$ cat src/rtl/ucsbece154a_rf_sb.sv
// Register file with a per-register pending-write scoreboard (busy bits, busy count, sticky error).
// Latency: reads are combinational (0 cycles); writes, reservations, nbusy_o and err_o update on the clock edge.
// No backpressure: every write and reserve is accepted; misuse is flagged on err_o. Option macro: RF_BYPASS_EN.
module ucsbece154a_rf_sb #(
    parameter int DATA_W   = 32,
    parameter int ADDR_W   = 5,
    parameter int ZERO_REG = 1
) (
    input  logic              clk,
    input  logic              rst_ni,
    input  logic [ADDR_W-1:0] a1_i,
    input  logic [ADDR_W-1:0] a2_i,
    output logic [DATA_W-1:0] rd1_o,
    output logic [DATA_W-1:0] rd2_o,
    output logic              busy1_o,
    output logic              busy2_o,
    input  logic              we3_i,
    input  logic [ADDR_W-1:0] a3_i,
    input  logic [DATA_W-1:0] wd3_i,
    input  logic              rsv_i,
    input  logic [ADDR_W-1:0] rsv_a_i,
    output logic [ADDR_W:0]   nbusy_o,
    output logic              err_o
);

    localparam int NREG = 2**ADDR_W;

    logic [DATA_W-1:0] mem [NREG];
    logic [NREG-1:0]   busy_q;
    logic [NREG-1:0]   busy_d;
    logic [ADDR_W:0]   nbusy_q;
    logic              err_q;

    logic wr_ok;
    logic rsv_ok;
    logic same_addr;
    logic cnt_inc;
    logic cnt_dec;
    logic err_set;

    // Register 0 is hard-wired to zero (never written, never busy) when ZERO_REG is set.
    function automatic logic writable(input logic [ADDR_W-1:0] a);
        return !((ZERO_REG != 0) && (a == '0));
    endfunction

    // Qualify the write and reserve requests and work out the scoreboard deltas.
    always_comb begin
        wr_ok     = we3_i && writable(a3_i);
        rsv_ok    = rsv_i && writable(rsv_a_i);
        same_addr = wr_ok && rsv_ok && (a3_i == rsv_a_i);
        // A same-address write+reserve leaves the bit set: a new producer replaces the old one.
        cnt_inc   = rsv_ok && !busy_q[rsv_a_i];
        cnt_dec   = wr_ok && busy_q[a3_i] && !same_addr;
        err_set   = (rsv_ok && busy_q[rsv_a_i] && !same_addr) ||
                    (wr_ok && !busy_q[a3_i]);
        busy_d    = busy_q;
        if (wr_ok) begin
            busy_d[a3_i] = 1'b0;
        end
        // Reserve applied last so it wins over a same-cycle write to the same register.
        if (rsv_ok) begin
            busy_d[rsv_a_i] = 1'b1;
        end
    end

    // Data storage: async clear, write-back on the clock edge.
    always_ff @(posedge clk or negedge rst_ni) begin
        if (!rst_ni) begin
            for (int i = 0; i < NREG; i++) begin
                mem[i] <= '0;
            end
        end else if (wr_ok) begin
            mem[a3_i] <= wd3_i;
        end
    end

    // Scoreboard state: busy bits, busy population count and sticky error.
    always_ff @(posedge clk or negedge rst_ni) begin
        if (!rst_ni) begin
            busy_q  <= '0;
            nbusy_q <= '0;
            err_q   <= 1'b0;
        end else begin
            busy_q  <= busy_d;
            nbusy_q <= nbusy_q + (ADDR_W+1)'(cnt_inc) - (ADDR_W+1)'(cnt_dec);
            if (err_set) begin
                err_q <= 1'b1;
            end
        end
    end

    assign nbusy_o = nbusy_q;
    assign err_o   = err_q;

`ifdef RF_BYPASS_EN
    logic byp_ok;
    logic byp_rsv;

    // Forward the in-flight write-back to matching readers; gated so outputs stay 0 in reset.
    always_comb begin
        byp_ok  = wr_ok && rst_ni;
        byp_rsv = same_addr;
        rd1_o   = mem[a1_i];
        busy1_o = busy_q[a1_i];
        rd2_o   = mem[a2_i];
        busy2_o = busy_q[a2_i];
        if (byp_ok && (a1_i == a3_i)) begin
            rd1_o   = wd3_i;
            busy1_o = byp_rsv;
        end
        if (byp_ok && (a2_i == a3_i)) begin
            rd2_o   = wd3_i;
            busy2_o = byp_rsv;
        end
    end
`else
    // Reads reflect stored state only; a write becomes visible after its edge.
    always_comb begin
        rd1_o   = mem[a1_i];
        busy1_o = busy_q[a1_i];
        rd2_o   = mem[a2_i];
        busy2_o = busy_q[a2_i];
    end
`endif

endmodule

$ cat config.mk
export PLATFORM = sky130hd
export DESIGN_NAME = ucsbece154a_rf_sb
export DESIGN_NICKNAME = d
export VERILOG_FILES = /design/src/rtl/ucsbece154a_rf_sb.sv
export SDC_FILE = /design/constraint.sdc
export NUM_CORES = 2
export LEC_CHECK = 0
export BUFFER_PORTS_ARGS = -buffer_cell sky130_fd_sc_hd__buf_2
export CORE_ASPECT_RATIO = 0.8
export CORE_MARGIN = 2
export CORE_UTILIZATION = 63
export DETAILED_ROUTE_END_ITERATION = 10
export MAX_ROUTING_LAYER = met4
export PLACE_DENSITY_LB_ADDON = 0.08
export RECOVER_POWER = 25
export SLEW_MARGIN = 30
export SYNTH_ARGS = -nofsm -noshare
export SYNTH_HDL_FRONTEND = slang
export SYNTH_SLANG_ARGS = --single-unit
$ cat constraint.sdc
create_clock -name clk -period 3.7 [get_ports clk]
set_input_delay 0.37 -clock clk [delete_from_list [all_inputs] [get_ports clk]]
set_output_delay 0.37 -clock clk [all_outputs]
set_load 0.01 [all_outputs]
==> out/qor.csv <==
stage,metric,value,unit
run_status,status,finished with violations,
run_status,failing checks,"capacitance limit, slew limit",
route,routed via count,33904,
clock_tree,clk_lat worst skew,700,ps
die,Die Width,339,µm
route,Via-to-Cell Ratio,7.24,
sta,Fmax,318,MHz
setup_path,startpoint types,flop,
layout,Fill cells,5684,
setup_path,Worst R2R Setup Slack,560,ps
place,IO Port Bufs,128,
layout,footprint of the multi-input gates,28400,µm²
synthesis,"FFs w/ async S/R, synth",100,%
synthesis,post-synthesis cell area,56600,µm²
synthesis,register area share after synthesis,47.0,%
sta,Slew Limit Fails,68,
layout,"non-filler cells, final",4685,
synthesis,Yosys warning total,0,
synthesis,syn_area_per_cell,16.7,µm²
sta,relative slew slack,-51.0,%
route,initial drt markers,3388,
sta,period utilization,84.9,%
power_and_ir_drop,Leakage,26.9,nW
clock_tree,clock sinks,1063,
clock_tree,maximum root-to-sink buffer count,3,
sta,final setup violating endpoints,0,
global_routing,first-pass GRT wire length,248,mm
power_and_ir_drop,Int Pwr,25.6,mW
sta,RSZ-0062 raised after global routing,no,
power_and_ir_drop,Max rail drop VDD,508,µV
global_routing,initial antenna violation count,16,
die,Initial Utilization,63.5,%
synthesis,Post-synth EDFFs,0,
place,post-DP HPWL,98.9,mm
global_routing,GRT Resource Usage Total,38.1,%
clock_tree,CTS H-tree lvls,3,
synthesis,syn nets,3457,
sta,Fin Setup TNS,0,ps
route,wire per inst,35.2,µm
die,area of the core,89100,µm²
global_routing,vias in the first global route,36100,
global_routing,GR Overflow Total,0,
setup_path,Crit Path Class,reg2reg,
die,I/O pins,129,
layout,Util after Layout,70.6,%
power_and_ir_drop,Pwr Total,35.2,mW
layout,layout cells sized above 1,63.4,%
setup_path,WP data required,4310,ps
setup_path,CP max FO,5,
die,die height,272,µm
power_and_ir_drop,Clock power frac,33.5,%
job,max-cap viol count,1,
power_and_ir_drop,NetSw,9.61,mW
synthesis,Post-Syn Instances,3394,
place,pre-CTS WS,321,ps
die,die area,92300,µm²
clock_tree,CTS tree,built,
place,dpl cells,4472,
clock_tree,CTS buffer count,107,
sta,post-layout min period,3140,ps
power_and_ir_drop,power per cell area,560,nW/µm²
layout,most frequent cells in the layout,"1063 x dfrtp_1, 1059 x mux2_2, 668 x mux4_2",
power_and_ir_drop,Gate power share,22.2,%
sta,Worst-Margin Slew,2270,ps
route,Initial DRT Pass Iterations,8,
layout,final net count,3445,
setup_path,nature of the critical path endpoint,flop,
layout,FF/Latch Area,26600,µm²
layout,"commonest non-fill, non-tap cell in the layout",dfrtp_1,
power_and_ir_drop,Sequential Power Share,44.3,%
route,DRC Markers,0,
synthesis,flop and latch count out of synthesis,1063,
synthesis,top_reg_cell synth,dfrtp_1,
die,cell row count,98,
route,number of nets with antenna violations after routing,0,
min_path,HP Class,in2reg,
setup_path,Worst EP arrival,3750,ps
sta,Final Hold Fails,0,
layout,Area Growth Syn to Fin,11.2,%
clock_tree,clock root cell,clkbuf_16,
sta,Setup Skew,21.0,ps
power_and_ir_drop,Sw Share,27.3,%
sta,worst setup slack after layout,559,ps
global_routing,pin count of the biggest net entering global routing,113,
synthesis,"Distinct cells, synth",42,
place,gpl congestion,0.981,
clock_tree,CTS resizes,0,
clock_tree,clock-pin slew on the worst setup and hold paths,60,ps
route,drt total wl,165,mm
[through the flow]
step | hold slack, ps | instance area [µm²]
floorplan | 74.4 | 56600
global placement | 377 | 59200
detailed placement | 384 | 59200
CTS | 61.4 | 63100
global route | 94.0 | 62900
finish | 95.5 | 62900
[area by class of cell]
class	instances	share of cell area [%]
multi-input cells	1920	45.1
inverters	19	0.113
clock buffers	144	4.90
flip-flops and latches	1063	42.3
well taps	1200	2.39
clock inverters	56	1.19
repair buffers	271	3.99
diodes	12	0.0477
[critical path, cell delays in order (launching register included)]
cell and delay, ps:
dfrtp_1 490, mux4_2 480, mux2_2 300, o21ai_0 150, a21oi_1 140, ha_1 350
inv_1 50, ha_1 210, fa_1 430, a21oi_1 170, nor2_1 60, nor2_1 110
xnor2_1 120
[worst paths after layout]
kind	startpoint	to	depth (start not counted)
min in group asynchronous	rst_ni	mem[671]	2
max reg2reg	busy_q[11]	nbusy_o[4]	12
min	rsv_i	busy_q[19]	3
max	busy_q[11]	nbusy_o[4]	12
min reg2reg	mem[997]	mem[997]	0
max in group asynchronous	rst_ni	mem[630]	3
[synthesized netlist by cell type, types with 4 or more instances]
library cell	instances	area [µm²]
dfrtp_1	1063	26600
mux2_2	1059	11900
mux4_2	668	15000
clkbuf_1	210	788
buf_2	86	430
buf_1	66	248
nor2_1	28	105
nand2_1	26	97.6
buf_4	25	188
o21ai_0	20	100
inv_1	19	71.3
mux2i_1	16	160
a22o_1	11	96.3
nand2b_1	10	62.6
o22ai_1	9	56.3
nor2b_1	7	43.8
or2_2	7	43.8
xnor2_1	7	61.3
ha_1	6	75.1
nand3_1	6	30.0
a21oi_1	5	25.0
buf_6	5	56.3
a22oi_1	4	30.0
nor3_1	4	20.0
[flip-flops by register name, summed over array words and instances (netlist names)]
signal and cells:
nbusy_o 6, mem 1024, busy_q 32, err_o 1
[layer usage]
metal  wire length, µm  track usage (%)  up-vias
met5                 0                -        -
met4              6520             13.9        0
met3             14000             9.02      397
met2             78200             56.6     1552
met1             66000             52.2    18662
li1                  -                -    13293
[timing repair]
item                                   4_1_cts  5_1_grt
setup buffers                                0        0
hold buffers                                 1        0
endpoints found under the hold margin       54        0
[power groups by stage]
stage	registers, mW	clock network (mW)	logic [mW]
final	15.6	11.8	7.82
after global routing	15.9	12.4	8.28
after CTS	15.6	11.9	7.85
after detailed placement	15.8	0	7.80
after global placement	15.4	0	7.57
after floorplan	15.1	0	5.82
[cell families (layout without fill, tap and decap cells)]
logic type | after synthesis | count (layout) | synth area share (%)
compound gates | 64 | 64 | 0.756
buf+inv | 411 | 490 | 3.15
xor+xnor | 10 | 10 | 0.155
simple gates | 96 | 96 | 0.831
mux | 1743 | 1743 | 47.9
flops | 1063 | 1063 | 47.0
other cells | 0 | 12 | 0
fa+ha+maj | 7 | 7 | 0.168
No activity file was read; power rests on OpenSTA's default activity.
